===== src/rtl/usb_spectrum_link.sv =====
// Host command decoder and histogram dump streamer for the ISP1362 USB bridge.
// Define USB_CKSUM_EN to append a 16-bit sum of all dumped words to every dump.
`timescale 1ns/1ps
module usb_spectrum_link #(
  parameter int N_CH = 1024,
  parameter int AW   = 10,
  parameter int DW   = 32
) (
  input  logic          clk_i,
  input  logic          rst_n,
  input  logic [15:0]   rd_data_i,
  input  logic          rd_wait_i,
  output logic          rd_en_o,
  output logic [15:0]   wr_data_o,
  input  logic          wr_wait_i,
  output logic          wr_en_o,
  output logic [AW-1:0] ch_addr_o,
  input  logic [DW-1:0] ch_data_i,
  output logic          cmd_start_o,
  output logic          cmd_pause_o,
  output logic          cmd_clear_o,
  output logic          busy_o,
  output logic [15:0]   last_cmd_o,
  output logic [8:0]    led_o
);

  localparam int WPC = DW / 16;
  localparam int WIW = (WPC > 1) ? $clog2(WPC) : 1;
  localparam logic [WIW-1:0] LASTW  = WIW'(WPC - 1);
  localparam logic [AW-1:0]  LASTCH = AW'(N_CH - 1);

  localparam logic [15:0] CMD_FETCH = 16'hFFFF;
  localparam logic [15:0] CMD_START = 16'hFFEE;
  localparam logic [15:0] CMD_PAUSE = 16'hFFDD;
  localparam logic [15:0] CMD_CLEAR = 16'hFFCC;
  localparam logic [15:0] CMD_ABORT = 16'hFFBB;

  localparam logic [1:0] RIDLE = 2'd0;
  localparam logic [1:0] RCAP  = 2'd1;
  localparam logic [1:0] RDEC  = 2'd2;

  localparam logic [2:0] WIDLE = 3'd0;
  localparam logic [2:0] WADDR = 3'd1;
  localparam logic [2:0] WRAM  = 3'd2;
  localparam logic [2:0] WSEND = 3'd3;
  localparam logic [2:0] WGAP  = 3'd4;
`ifdef USB_CKSUM_EN
  localparam logic [2:0] WSUM  = 3'd5;
  localparam logic [2:0] WSGAP = 3'd6;
`endif

  logic [1:0]     rState_q, rState_d;
  logic [15:0]    lastCmd_q, lastCmd_d;
  logic [8:0]     led_q, led_d;
  logic           start_q, start_d;
  logic           pause_q, pause_d;
  logic           clear_q, clear_d;
  logic           rdArm_q;
  logic           fetchHit, abortHit;

  logic [2:0]     wState_q, wState_d;
  logic [AW-1:0]  chIdx_q, chIdx_d;
  logic [WIW-1:0] wordIdx_q, wordIdx_d;
  logic [DW-1:0]  shift_q, shift_d;
`ifdef USB_CKSUM_EN
  logic [15:0]    sum_q, sum_d;
`endif

  // Read side: strobe the FIFO, capture the word a cycle later, then decode it.
  always_comb begin
    rState_d  = rState_q;
    lastCmd_d = lastCmd_q;
    led_d     = led_q;
    start_d   = 1'b0;
    pause_d   = 1'b0;
    clear_d   = 1'b0;
    case (rState_q)
      RIDLE: if (rdArm_q && !rd_wait_i) rState_d = RCAP;
      RCAP: begin
        lastCmd_d = rd_data_i;
        rState_d  = RDEC;
      end
      RDEC: begin
        rState_d = RIDLE;
        case (lastCmd_q)
          CMD_FETCH: led_d = 9'h002;
          CMD_START: begin start_d = 1'b1; led_d = 9'h004; end
          CMD_PAUSE: begin pause_d = 1'b1; led_d = 9'h008; end
          CMD_CLEAR: begin clear_d = 1'b1; led_d = 9'h010; end
          CMD_ABORT: led_d = 9'h020;
          default: ;
        endcase
      end
      default: rState_d = RIDLE;
    endcase
  end

  assign fetchHit = (rState_q == RDEC) && (lastCmd_q == CMD_FETCH);
  assign abortHit = (rState_q == RDEC) && (lastCmd_q == CMD_ABORT);

  // Write side: one RAM read per channel, then its words go out low half first with a gap after each.
  always_comb begin
    wState_d  = wState_q;
    chIdx_d   = chIdx_q;
    wordIdx_d = wordIdx_q;
    shift_d   = shift_q;
`ifdef USB_CKSUM_EN
    sum_d     = sum_q;
`endif
    if (abortHit) begin
      wState_d  = WIDLE;
      chIdx_d   = '0;
      wordIdx_d = '0;
    end else begin
      case (wState_q)
        WIDLE: if (fetchHit) begin
          wState_d  = WADDR;
          chIdx_d   = '0;
          wordIdx_d = '0;
`ifdef USB_CKSUM_EN
          sum_d     = '0;
`endif
        end
        WADDR: wState_d = WRAM;
        WRAM: begin
          shift_d  = ch_data_i;
          wState_d = WSEND;
        end
        WSEND: if (!wr_wait_i) begin
          shift_d  = shift_q >> 16;
`ifdef USB_CKSUM_EN
          sum_d    = sum_q + shift_q[15:0];
`endif
          wState_d = WGAP;
        end
        WGAP: begin
          if (wordIdx_q == LASTW) begin
            wordIdx_d = '0;
            if (chIdx_q == LASTCH) begin
`ifdef USB_CKSUM_EN
              wState_d = WSUM;
`else
              wState_d = WIDLE;
`endif
            end else begin
              chIdx_d  = chIdx_q + 1'b1;
              wState_d = WADDR;
            end
          end else begin
            wordIdx_d = wordIdx_q + 1'b1;
            wState_d  = WSEND;
          end
        end
`ifdef USB_CKSUM_EN
        WSUM:  if (!wr_wait_i) wState_d = WSGAP;
        WSGAP: wState_d = WIDLE;
`endif
        default: wState_d = WIDLE;
      endcase
    end
  end

  // rdArm_q keeps rd_en low while reset is held and for the first cycle after release.
  always_ff @(posedge clk_i or negedge rst_n) begin
    if (!rst_n) begin
      rState_q  <= RIDLE;
      lastCmd_q <= '0;
      led_q     <= '0;
      start_q   <= 1'b0;
      pause_q   <= 1'b0;
      clear_q   <= 1'b0;
      rdArm_q   <= 1'b0;
      wState_q  <= WIDLE;
      chIdx_q   <= '0;
      wordIdx_q <= '0;
      shift_q   <= '0;
`ifdef USB_CKSUM_EN
      sum_q     <= '0;
`endif
    end else begin
      rState_q  <= rState_d;
      lastCmd_q <= lastCmd_d;
      led_q     <= led_d;
      start_q   <= start_d;
      pause_q   <= pause_d;
      clear_q   <= clear_d;
      rdArm_q   <= 1'b1;
      wState_q  <= wState_d;
      chIdx_q   <= chIdx_d;
      wordIdx_q <= wordIdx_d;
      shift_q   <= shift_d;
`ifdef USB_CKSUM_EN
      sum_q     <= sum_d;
`endif
    end
  end

  assign rd_en_o     = rdArm_q && (rState_q == RIDLE) && !rd_wait_i;
  assign ch_addr_o   = chIdx_q;
  assign busy_o      = (wState_q != WIDLE);
  assign cmd_start_o = start_q;
  assign cmd_pause_o = pause_q;
  assign cmd_clear_o = clear_q;
  assign last_cmd_o  = lastCmd_q;
  assign led_o       = led_q;
`ifdef USB_CKSUM_EN
  assign wr_en_o     = ((wState_q == WSEND) || (wState_q == WSUM)) && !wr_wait_i;
  assign wr_data_o   = (wState_q == WSUM) ? sum_q : shift_q[15:0];
`else
  assign wr_en_o     = (wState_q == WSEND) && !wr_wait_i;
  assign wr_data_o   = shift_q[15:0];
`endif

endmodule

===== config.mk =====
export PLATFORM = sky130hd
export DESIGN_NAME = usb_spectrum_link
export DESIGN_NICKNAME = d
export VERILOG_FILES = /design/src/rtl/usb_spectrum_link.sv
export SDC_FILE = /design/constraint.sdc
export NUM_CORES = 1
export LEC_CHECK = 0
export CORE_MARGIN = 4
export CORE_UTILIZATION = 47
export CTS_CLUSTER_DIAMETER = 120
export DETAILED_ROUTE_END_ITERATION = 10
export PLACE_DENSITY_LB_ADDON = 0.2
export SYNTH_ARGS = -nofsm -noshare
export SYNTH_HDL_FRONTEND = slang
export SYNTH_SLANG_ARGS = --single-unit

===== constraint.sdc =====
create_clock -name clk_i -period 2.3 [get_ports clk_i]
set_input_delay 0.46 -clock clk_i [delete_from_list [all_inputs] [get_ports clk_i]]
set_output_delay 0.46 -clock clk_i [all_outputs]
set_load 0.02 [all_outputs]

==> impl_metrics.tcl, run 1 <==
set metrics [dict create \
    hold_buffers 0 \
    netSwitchingPower_mw 1.78 \
    die_h_um 94.9 \
    rsz0062_at_grt "no" \
    path_clk_slew_ps 80 \
    outcome "finished clean" \
    clk_latency_ps 340 \
    die_area_sq_um 9000 \
    crit_path_end_kind "register" \
    wl_um 7710 \
    slew_headroom_pct 28.4 \
    worstPathArrival_ps 2350 \
    p_seq_share_pct 35.9 \
    rr_worst_depth 5 \
    setup_ws_ps 221 \
    drc 0 \
    synth_edf_count 0 \
    finalWeightedCongestion 0.782 \
    yosysSeqAreaShare_pct 51.5 \
    clockPowerShare_pct 23.0 \
    wl_per_cell_um 15.5 \
    cts_tree "built" \
    synthArstFlopShare_pct 100 \
    critPathKind "register to register" \
    crit_fanout 16 \
    cp_data_required_time_ps 2570 \
    vias 2572 \
    n_fill_cell 592 \
    ir_drop_v 0.000517 \
    r2r_end "shift_q[22]" \
    cts_root_buf "clkbuf_8" \
    fmax_mhz 481 \
    track_usage_pct 18.3 \
    io_pins 109 \
    cts.sinks 73 \
    row_count 31 \
    drtIter0Drc 79 \
    grt_first_pass_wirelength_um 12900 \
    ant_nets 0 \
    period_minus_slack_ps 2080 \
    grt_max_degree 43 \
    combPwrFrac_pct 41.1 \
    slowest_delay_ps 860 \
    portBuffers 104 \
    ys_types 51 \
    min_path_type "input pin to asynchronous set/reset pin" \
    hpwl_um 5520 \
    crit_family "simple AND/OR/NAND/NOR gates" \
    skew_ps 12.2 \
    synthCells 290 \
    fp.dieW_um 94.9 \
    firstDrtPassIters 4 \
    antenna_cells 0 \
    path_cells "nand4_1 -> nor4_4 -> and2_1 -> nor3b_2 -> a22o_1" \
    layout-drive-gt1-share_pct 23.4 \
    critPathBufInv 0 \
    seqCellArea_sq_um 1830 \
    leakagePower_nw 2.14 \
    area_growth_pct 38.0 \
    antenna_found_initial 0 \
    setup_viol 0 \
    startpoint_type "register" \
    synth_flop_cell "dfrtp_1" \
    ys_seq_elements 73 \
    power-per-cell-area_nw_per_um2 1120 \
    worstMarginPinSlew_ps 1070 \
    tns_ps 0 \
    internal-power_mw 3.70 \
    cts_buffer_depth 2 \
    drv_slew 0 \
    crit_slowest_cell "nor3b_2" \
    yosysWarnings 0 \
    coreArea_sq_um 7290 \
    grt_overflow_total 0 \
    period_share_pct 90.4 \
    p_total_mw 5.48 \
    maxCapViolCount 0 \
    layout_common_cells "clkdlybuf4s50_1 (100), dfrtp_1 (72), mux2_2 (35), nor2_1 (17)" \
    netSwitchingFraction_pct 32.5 \
    numCtsBuffers 9 \
    via_per_inst 5.18 \
    pre_cts_ws_ps 39.5 \
    mostFrequentLayoutCell "clkdlybuf4s50_1" \
    hold_viol_final 0 \
    syn_area_sq_um 3550 \
    avgSynthCellArea_sq_um 12.2 \
    worstReg2RegStart "last_cmd_o[10]" \
    first_global_vias 2671 \
    r2r_setup_slack_ps 220 \
    htreeDepth 3 \
    initial_core_util_pct 48.7 \
    nNetsFinal 447 \
    multiInputGateArea_sq_um 1490 \
]
-- power by group through the flow --
stage | logic (mW) | clock network (mW) | registers (mW)
global placement | 2.24 | 0 | 1.97
floorplan | 1.61 | 0 | 2.01
finish | 2.25 | 1.26 | 1.97
global route | 2.41 | 1.35 | 2.01
CTS | 2.28 | 1.29 | 1.97
detailed placement | 2.29 | 0 | 1.98
-- through the flow --
stage | instance area [sq um] | instances | hold WS, ps | utilization [%]
6_report | 4900 | 497 | 44.4 | 67.2
5_1_grt | 4900 | 497 | 73.4 | 67.2
4_1_cts | 4890 | 497 | 55.2 | 67.1
3_5_place_dp | 4640 | 482 | 429 | 63.7
3_3_place_gp | 4640 | 482 | 424 | 63.7
2_1_floorplan | 3560 | 293 | 164 | -
-- what timing repair did --
item / 4_1_cts / 5_1_grt
endpoints found under the setup margin: 2 / 2
gates resized for setup: 2 / 2
setup buffers: 0 / 0
-- cells by family (layout without fill, tap and decap cells) --
family | count (synthesis) | count (layout) | synth area share (%)
AOI/OAI and AO/OA | 47 | 47 | 9.66
xor gates and xnor gates | 2 | 2 | 0.494
adders and majority gates | 1 | 1 | 0.353
buffers and inverters | 35 | 140 | 6.95
DFF | 73 | 73 | 51.5
muxes | 50 | 50 | 16.9
other | 2 | 5 | 0.212
and+or+nand+nor | 80 | 80 | 14.0
-- synth_stat cells, types with 2 or more instances --
| master | instances | share of area [%] |
|---|---|---|
| a21o_1 | 2 | 0.42 |
| mux2_1 | 4 | 1.3 |
| or3_1 | 3 | 0.53 |
| clkbuf_1 | 2 | 0.21 |
| a21oi_1 | 12 | 1.7 |
| mux2_2 | 35 | 11 |
| buf_2 | 4 | 0.56 |
| xor2_1 | 2 | 0.49 |
| or4_1 | 2 | 0.42 |
| nor2_1 | 17 | 1.8 |
| and2_1 | 3 | 0.53 |
| buf_4 | 23 | 4.9 |
| nand4_1 | 4 | 0.71 |
| nor4b_1 | 2 | 0.49 |
| nor4_1 | 3 | 0.53 |
| nand4_2 | 2 | 0.71 |
| nor2b_1 | 2 | 0.35 |
| inv_1 | 4 | 0.42 |
| dfrtp_1 | 73 | 51 |
| o21ai_0 | 7 | 0.99 |
| nand2_1 | 15 | 1.6 |
| a22o_1 | 16 | 3.9 |
| nand3_1 | 5 | 0.71 |
| a31oi_1 | 3 | 0.53 |
| nor3_1 | 9 | 1.3 |
| conb_1 | 2 | 0.21 |
| mux2_4 | 10 | 4.2 |
-- cell type report --
class                      instances  area share, %
clock buffer                      11           3.09
clock inverter                     4           2.02
inverter                           4          0.307
multi-input combinational        185           30.3
sequential                        73           37.3
tap                               99           2.53
timing repair buffer             121           24.4
-- how the worst max path moves through the flow --
stage                               from           to  slack (ps)  cells past startpoint
after floorplan           last_cmd_o[13]  shift_q[12]         270                      7
after global placement         rd_wait_i      rd_en_o          60                      3
after detailed placement       rd_wait_i      rd_en_o          40                      3
after CTS                    wState_q[1]      wr_en_o          10                      4
after global routing      last_cmd_o[10]  shift_q[22]          40                      5
final                     last_cmd_o[10]  shift_q[22]         220                      5
-- state kept, by name, summed over array words and instances, names as in the netlist --
register	flops
shift_q	32
last_cmd_o	16
ch_addr_o	10
led_o	5
wState_q	3
rState_q	2
cmd_clear_o	1
cmd_pause_o	1
cmd_start_o	1
rdArm_q	1
wordIdx_q	1
-- layer usage --
metal	wire length, um	part of all wire [%]	global-route usage, %	vias to the layer above
met5	0	0	0	-
met4	119	1.5	7.21	0
met3	416	5.4	4.46	13
met2	3790	49	28.7	63
met1	3390	44	24.3	1265
li1	-	-	-	1231
(Power assumes the default switching activity.)
==> run 2: changes to the inputs <==
--- a/config.mk
+++ b/config.mk
@@ -5,8 +5,9 @@
 export SDC_FILE = /design/constraint.sdc
 export NUM_CORES = 1
 export LEC_CHECK = 0
+export CORE_ASPECT_RATIO = 1.4
 export CORE_MARGIN = 4
-export CORE_UTILIZATION = 47
+export CORE_UTILIZATION = 42
 export CTS_CLUSTER_DIAMETER = 120
 export DETAILED_ROUTE_END_ITERATION = 10
 export PLACE_DENSITY_LB_ADDON = 0.2
==> constraint.sdc (replaced) <==
create_clock -name clk_i -period 1.9 [get_ports clk_i]
set_input_delay 0.38 -clock clk_i [delete_from_list [all_inputs] [get_ports clk_i]]
set_output_delay 0.38 -clock clk_i [all_outputs]
set_load 0.02 [all_outputs]
==> run 2 against run 1 <==
Net effect:
- global-route usage down 0.21 points
- core utilization decreased by 3.9 points
- register-to-register slack worse by 160 ps
- wire length up 12%
- critical endpoint is now busy_o
==> impl_metrics.tcl, run 2 (same netlist as run 1, synthesis figures left out) <==
set metrics [dict create \
    nNetsFinal 475 \
    via_per_inst 5.17 \
    die_area_sq_um 10000 \
    vias 2733 \
    layout-drive-gt1-share_pct 31.6 \
    layout_common_cells "clkdlybuf4s50_1 (100), dfrtp_1 (68), buf_4 (43), mux2_2 (35), nor2_1 (17)" \
    startpoint_type "register" \
    rsz0062_at_grt "yes" \
    slew_headroom_pct 49.2 \
    setup_viol 0 \
    place_area_sq_um 4870 \
    coreArea_sq_um 8200 \
    r2r_setup_slack_ps 60 \
    cts_tree "built" \
    path_clk_slew_ps 60 \
    n_fill_cell 679 \
    drtIter0Drc 109 \
    fin_area_sq_um 5180 \
    power-per-cell-area_nw_per_um2 1360 \
    firstDrtPassIters 4 \
    outcome "finished clean" \
    finalWeightedCongestion 0.777 \
    antenna_found_initial 0 \
    antenna_cells 0 \
    fp.dieW_um 85.7 \
    crit_slowest_cell "dfrtp_2" \
    mostFrequentLayoutCell "clkdlybuf4s50_1" \
    grt_overflow_total 0 \
    initial_core_util_pct 43.3 \
    io_pins 109 \
    drv_slew 0 \
    crit_path_end_kind "output pin" \
    maxCapViolCount 0 \
    fin_cells 529 \
    worstPathArrival_ps 1480 \
    rr_worst_depth 7 \
    first_global_vias 2903 \
    hpwl_um 6290 \
    worstReg2RegStart "ch_addr_o[1]" \
    worstMarginPinSlew_ps 761 \
    dpl.cell_count 512 \
    ant_nets 0 \
    die_h_um 117 \
    postLayoutCoreUtil_pct 63.2 \
    largest_register_ffs 32 \
    wl_um 8640 \
    hold_viol_final 0 \
    leakagePower_nw 2.27 \
    htreeDepth 3 \
    regMostFlops "shift_q" \
    row_count 39 \
    crit_fanout 6 \
    skew_ps 5.85 \
    slowest_delay_ps 470 \
    cts_buffer_depth 2 \
    grt_first_pass_wirelength_um 14000 \
    ir_drop_v 0.000699 \
    period_minus_slack_ps 1860 \
    grt_max_degree 37 \
    r2r_end "ch_addr_o[8]" \
    cts_root_buf "clkbuf_16" \
    min_path_type "input pin to asynchronous set/reset pin" \
    area_growth_pct 46.1 \
    p_total_mw 7.03 \
    critical_path.endpoint "busy_o" \
    clk_latency_ps 330 \
    drc 0 \
    track_usage_pct 18.0 \
    numCtsBuffers 9 \
    critPathKind "register to output pin" \
    whs_ps 442 \
    cts.sinks 73 \
    portBuffers 104 \
    wl_per_cell_um 16.3 \
    period_share_pct 97.7 \
    path_cells "or3_1 -> clkdlybuf4s15_2" \
    cp_data_required_time_ps 1520 \
    fmax_mhz 538 \
    timing.critical_path.from "wState_q[0]" \
]
==> run 2: cell count changes in the layout (fill, tap and decap cells not counted), moves of 2 or more <==
cell,delta
mux2_4,+3
clkbuf_16,+9
clkbuf_8,-10
bufinv_16,-3
clkbuf_2,+2
mux2_1,-3
dfrtp_1,-4
clkinvlp_4,+4
dlymetal6s2s_1,-2
dfrtp_2,+4
buf_4,+27
==> run 2: critical path: cells and delay by family (launching register included) <==
kind          cells  cell delay (ps)
buf+inv           1              280
flops             1              470
simple gates      1              390
==> run 2: worst min path at each step <==
stage,start,to,depth (start not counted)
3_3_place_gp,rst_n,last_cmd_o[3],1
5_1_grt,rst_n,last_cmd_o[9],2
2_1_floorplan,rst_n,ch_addr_o[0],0
4_1_cts,rst_n,last_cmd_o[9],2
3_5_place_dp,rst_n,last_cmd_o[3],1
6_report,rst_n,last_cmd_o[7],2
==> run 2: timing repair <==
item,CTS,global route
pin swaps,0,2
hold buffers,1,0
setup endpoints to repair,19,26
endpoints found under the hold margin,12,0
resized for setup,9,9
setup buffers,0,0
==> run 2: cell type report <==
type	count	area [sq um]	share of cell area [%]
multi-input cells	185	1530	29.5
repair buffers	149	1400	26.9
flip-flops and latches	73	1830	35.4
well taps	102	128	2.46
clock inverters	6	43.8	0.845
inverters	4	15.0	0.290
clock buffers	10	239	4.61
==> run 2: layer usage <==
metal / up-vias / part of all wire [%] / track usage [%]
li1: 1293 / - / -
met1: 1337 / 39 / 20.9
met2: 82 / 52 / 30.8
met3: 21 / 5.5 / 3.95
met4: 0 / 3.4 / 10.2
met5: - / 0 / 0
==> run 2: power by group <==
part           leakage (nW)  total [mW]  switching (mW)  internal, mW
Clock                 0.127        1.56           0.647         0.917
Combinational          1.23        3.09            1.36          1.74
Sequential            0.914        2.37           0.336          2.04
Total                  2.27        7.03            2.34          4.69
==> run 2: stage by stage <==
step / worst slack (ps) / TNS, ps
floorplan: -122 / -1460
global placement: -202 / -1050
detailed placement: -183 / -1880
CTS: 14.7 / 0
global route: -19.2 / -22.1
finish: 42.8 / 0
==> run 3: changes to the inputs <==
--- a/config.mk
+++ b/config.mk
@@ -7,7 +7,7 @@
 export LEC_CHECK = 0
 export CORE_ASPECT_RATIO = 1.4
 export CORE_MARGIN = 4
-export CORE_UTILIZATION = 42
+export CORE_UTILIZATION = 35
 export CTS_CLUSTER_DIAMETER = 120
 export DETAILED_ROUTE_END_ITERATION = 10
 export PLACE_DENSITY_LB_ADDON = 0.2
==> run 3 against run 2 <==
Net effect:
- critical path depth is the same
- first-iteration DRC count is 31% lower
- via count down 1.7%
- combinational power hardly changed
- die area up 18%
- sequential share of layout area is 0.68 points lower
- core utilization decreased by 9.8 points
- critical path type unchanged
- largest cell class unchanged
==> impl_metrics.tcl, run 3 (same netlist as run 1, synthesis figures left out) <==
set metrics [dict create \
    wl_per_cell_um 15.2 \
    die_h_um 127 \
    finalWeightedCongestion 0.757 \
    antenna_cells 0 \
    first_global_vias 2812 \
    p_total_mw 7.08 \
    initial_core_util_pct 35.8 \
    crit_fanout 5 \
    layout_common_cells "clkdlybuf4s50_1 (100), dfrtp_1 (67), buf_4 (41), mux2_2 (35), nor2_1 (17)" \
    clk_latency_ps 330 \
    drc 0 \
    rr_worst_depth 7 \
    drtIter0Drc 75 \
    fp.dieW_um 93.1 \
    area_growth_pct 49.1 \
    timing.critical_path.from "wState_q[2]" \
    period_minus_slack_ps 1860 \
    io_pins 109 \
    hpwl_um 6430 \
    path_cells "or3_1 -> clkdlybuf4s15_2" \
    power-per-cell-area_nw_per_um2 1340 \
    worstReg2RegStart "ch_addr_o[1]" \
    cts_tree "built" \
    leakagePower_nw 2.29 \
    crit_path_end_kind "output pin" \
    htreeDepth 3 \
    coreArea_sq_um 9900 \
    r2r_setup_slack_ps 70 \
    postLayoutCoreUtil_pct 53.4 \
    portBuffers 104 \
    ant_nets 0 \
    wl_um 8580 \
    period_share_pct 98.0 \
    via_per_inst 4.76 \
    cts_buffer_depth 2 \
    r2r_end "ch_addr_o[8]" \
    clockPowerShare_pct 23.5 \
    fmax_mhz 537 \
    skew_ps 7.19 \
    rsz0062_at_grt "yes" \
    largest_register_ffs 32 \
    whs_ps 436 \
    ir_drop_v 0.000824 \
    setup_viol 0 \
    fin_area_sq_um 5290 \
    maxCapViolCount 0 \
    regMostFlops "shift_q" \
    netSwitchingPower_mw 2.30 \
    vias 2686 \
    die_area_sq_um 11800 \
    slowest_delay_ps 450 \
    cp_data_required_time_ps 1520 \
    outcome "finished clean" \
    fin_cells 564 \
    mostFrequentLayoutCell "clkdlybuf4s50_1" \
    setup_ws_ps 37.7 \
    worstPathArrival_ps 1480 \
    row_count 43 \
    path_clk_slew_ps 60 \
    grt_max_degree 38 \
    pre_cts_ws_ps -232 \
    startpoint_type "register" \
    critPathKind "register to output pin" \
    crit_slowest_cell "or3_1" \
    p_seq_share_pct 33.3 \
    worstMarginPinSlew_ps 734 \
    antenna_found_initial 0 \
    combPwrFrac_pct 43.2 \
    numCtsBuffers 9 \
    track_usage_pct 14.8 \
    internal-power_mw 4.78 \
    slew_headroom_pct 51.0 \
    min_path_type "input pin to asynchronous set/reset pin" \
    dpl.cell_count 545 \
    cts_root_buf "clkbuf_16" \
    grt_first_pass_wirelength_um 13800 \
    drv_slew 0 \
    layout-drive-gt1-share_pct 32.2 \
    hold_viol_final 0 \
    grt_overflow_total 0 \
    firstDrtPassIters 4 \
    place_area_sq_um 4900 \
    tns_ps 0 \
    netSwitchingFraction_pct 32.5 \
    cts.sinks 73 \
    nNetsFinal 477 \
]
==> run 3: changes by cell type in the layout (fill, tap and decap cells not counted), sizes merged <==
cell and change:
clkbuf -3, clkinv +1, clkdlybuf4s15 +1, buf +3, clkinvlp -1, bufinv +1
==> run 3: cell type report <==
type,instances,area [sq um]
Clock buffer,9,225
Clock inverter,7,71.3
Fill cell,904,4610
Inverter,4,15.0
Multi-Input combinational cell,185,1550
Sequential cell,73,1830
Tap cell,135,169
Timing Repair Buffer,151,1420
==> run 3: worst max-delay path by stage <==
stage,to,slack (ps)
floorplan,ch_addr_o[1],-120
global placement,rd_en_o,-190
detailed placement,rd_en_o,-230
CTS,shift_q[12],7
global route,busy_o,-20
finish,busy_o,40
==> run 3: routing by layer <==
layer / vias to the layer above / share of wire, % / track usage (%)
li1: 1290 / - / -
met1: 1320 / 40 / 17.4
met2: 61 / 54 / 26.2
met3: 15 / 4.3 / 3.59
met4: 0 / 1.7 / 5.18
met5: - / 0 / 0
==> run 3: repair_timing <==
item / in CTS / in global routing
endpoints found under the hold margin: 10 / 0
pin swaps: 0 / 1
endpoints found under the setup margin: 20 / 21
setup buffers: 0 / 2
hold buffers: 1 / 0
gates resized for setup: 10 / 15
==> run 3: critical path: cells and delay by family, from the launching register on <==
kind,cells,cell delay (ps)
flops,1,430
simple gates,1,450
buf+inv,1,280
==> run 3: power groups by stage <==
stage	Sequential (mW)	Combinational, mW	Clock [mW]
6_report	2.36	3.06	1.66
5_1_grt	2.43	3.28	1.79
4_1_cts	2.35	3.08	1.71
3_5_place_dp	2.36	3.04	0
3_3_place_gp	2.36	3.01	0
2_1_floorplan	2.45	2.00	0
==> variant, RTL diff (config.mk and constraints of run 3) <==
Reset style: synchronous (`rst_n`), changed in one clocked block.
--- a/src/rtl/usb_spectrum_link.sv
+++ b/src/rtl/usb_spectrum_link.sv
@@ -163,3 +163,3 @@
   // rdArm_q keeps rd_en low while reset is held and for the first cycle after release.
-  always_ff @(posedge clk_i or negedge rst_n) begin
+  always_ff @(posedge clk_i) begin
     if (!rst_n) begin
Behaviour: differs if rst_n is asserted again (counterexample within 4 cycles, from zero or initial values and one cycle with rst_n low); with rst_n held inactive, the same outputs for 10 cycles.
==> variant against run 3 <==
  * Hold slack worse by 0.094 ns
  * Cell count up 14%
  * Wire length up 7.1%
  * Setup slack better by 0.029 ns
  * Synthesized area up 1.2%
  * Die area up 1.1%
  * Final area down 4.2%
  * Sequential cell count unchanged
  * Register-to-register slack better by 0.04 ns
  * First-iteration DRC count up 63%
  * Fmax up 1.6%
  * Largest cell class is now multi-input gates
  * Highest routed layer unchanged
Power is not compared: it rests on default switching activity, and its combinational part moved more than twofold at a synthesized area within 25%.
==> variant: results (changes against run 3) <==
Run status
  • Status: complete, no violations

Yosys
  • Synth Area in Compound Gates: 12.72% (+3.1 points)
  • Yosys cell types: 49 (-3.9%)
  • Top post-synthesis cells by area: dfxtp_1 41%, nand2_1 9.4%, mux2i_1 9.2%
  • Post-synth ARST share: 0% (-100 points)
  • Synth Area per Inst: 8.758 sq um (-28%)
  • Synth Area in XOR/XNOR: 0.2439% (-0.25 points)
  • Post-Synth Adder-Cell Area: 0.3484% (-0.0042 points)
  • Sequential-to-total area share from yosys stat: 40.70% (-11 points)
  • Proportion of synthesized area in mux cells: 14.53% (-2.4 points)
  • Top post-synthesis cells by count: 90 x nand2_1, 73 x dfxtp_1, 33 x mux2i_1

Clock network
  • Worst-path clk slew: 0.06 ns (about the same)
  • Resize count post-CTS: 5 (-5)
  • H-tree depth: 3 (unchanged)
  • Root Buffer: clkbuf_16
  • Clock buffer depth: 2 (unchanged)
  • # Post-CTS Setup Buffers: 0 (unchanged)

Drt
  • Vias: 3178 (+18%)
  • Routed wire length per instance: 14.25 um (-6.3%)
  • Wirelength, routed: 9190 um (+7.1%)
  • Initial drt markers: 122 (+63%)

Critical path
  • Worst Path Max Fanout: 3 (-2)
  • WP data arrival: 1.45 ns (-0.03 ns)
  • R2r setup slk: 0.11 ns (+0.04 ns)
  • R2R cell count: 6 (-1)
  • R2R Path Start: ch_addr_o[0]$_SDFFE_PP0P_
  • Worst reg2reg endpoint: ch_addr_o[7]$_SDFFE_PP0P_

Power
  • Worst ir drop on vdd: 0.4240 mV

GRT
  • Vias in the first global route: 3116 (+11%)
  • Total GRT Usage: 15.59% (+0.77 points)
  • Global routing's busiest layer: met2
  • M3 GR Usage: 4.287% (+0.69 points)
  • Global-route wire length before repair: 14990 um (+8.4%)
  • GR Util met1: 19.04% (+1.7 points)
  • Met2 usage: 25.23% (-0.99 points)
  • Largest net degree at the start of global routing: 57 (+50%)

STA
  • Hold_ws: 0.3418 ns (-0.09402 ns)
  • Clk_skew: 0.007011 ns (-0.0001755 ns)
  • Pin slew with the least headroom to its limit: 0.5952 ns (-0.1385 ns)

Hold path
  • Hold Path Cell Cnt: 1
  • Hold_sp: rst_n
  • Hold Crit Class: in -> reg

Layout
  • Number of sequential cells: 73 (unchanged)
  • Inverters: 7 (+3)
  • Bufs w/o clock: 127 (-16%)
  • Data buffer area share: 24.27% (-2.6 points)
  • Multi-input logic area: 1851 sq um (+19%)
  • #MultiIn Comb: 287 (+55%)
  • Final nets: 558 (+17%)
  • Number of clock-tree buffers in the layout: 11 (+2)
  • Clk cell area share: 6.517% (+0.91 points)
  • Share of layout cells above drive strength 1: 12.94% (-19 points)
  • FILL cells: 964 (+6.6%)
  • Seq area share: 28.86% (-5.8 points)

Placement
  • Dpl cells: 629 (+15%)
  • Port Buffers: 104 (unchanged)
  • HPWL after detailed placement: 6681 um (+3.9%)
  • Gp weighted congestion: 0.8116 (+7.2%)
  • Cell Area, Placed: 4727 sq um (-3.6%)
-- variant: cell count changes after synthesis, sizes merged, moves of 7 or more --
| cell | delta |
|---|---|
| clkbuf | +14 |
| dfxtp | +73 |
| mux2 | -32 |
| a22o | -16 |
| nand3b | +16 |
| nand2 | +74 |
| a21oi | +19 |
| nor2 | -7 |
| dfrtp | -73 |
| mux2i | +32 |
-- variant: per-stage QoR --
step	util (%)	power, mW	setup slack, ns	TNS (ns)
global route	50.92	3.813	0.004004	0
detailed placement	47.49	1.858	-0.2589	-0.2699
CTS	50.77	3.724	0.007896	0
finish	50.92	3.686	0.06641	0
floorplan	-	1.711	0.02262	0
global placement	47.49	1.857	-0.2299	-0.2299
-- variant: how the worst max path moves through the flow --
| stage | from | end | slack, ns | depth (start not counted) |
|---|---|---|---|---|
| floorplan | ch_addr_o[0]$_SDFFE_PP0P_ | ch_addr_o[7]$_SDFFE_PP0P_ | 0.02 | 5 |
| global placement | rd_wait_i | rd_en_o | -0.23 | 3 |
| detailed placement | rd_wait_i | rd_en_o | -0.26 | 3 |
| CTS | wState_q[0]$_SDFFE_PP0P_ | wr_en_o | 0.008 | 4 |
| global route | rState_q[1]$_SDFFE_PN0P_ | shift_q[8]$_SDFFE_PN0P_ | 0.004 | 5 |
| finish | wState_q[2]$_SDFFE_PP0P_ | busy_o | 0.07 | 2 |
-- variant: per-layer routing --
layer,share of wire (%),up-vias,routed length [um]
met3,7.1,17,652
met5,0,-,0
met1,43,1446,3953
li1,-,1618,-
met2,48,97,4382
met4,2.2,0,202
-- variant: where the power goes --
group / total (mW) / switching, mW / internal [mW]
sequential: 1.56 / 0.0188 / 1.54
clock: 1.86 / 0.645 / 1.22
combinational: 0.262 / 0.111 / 0.151
total: 3.69 / 0.775 / 2.91
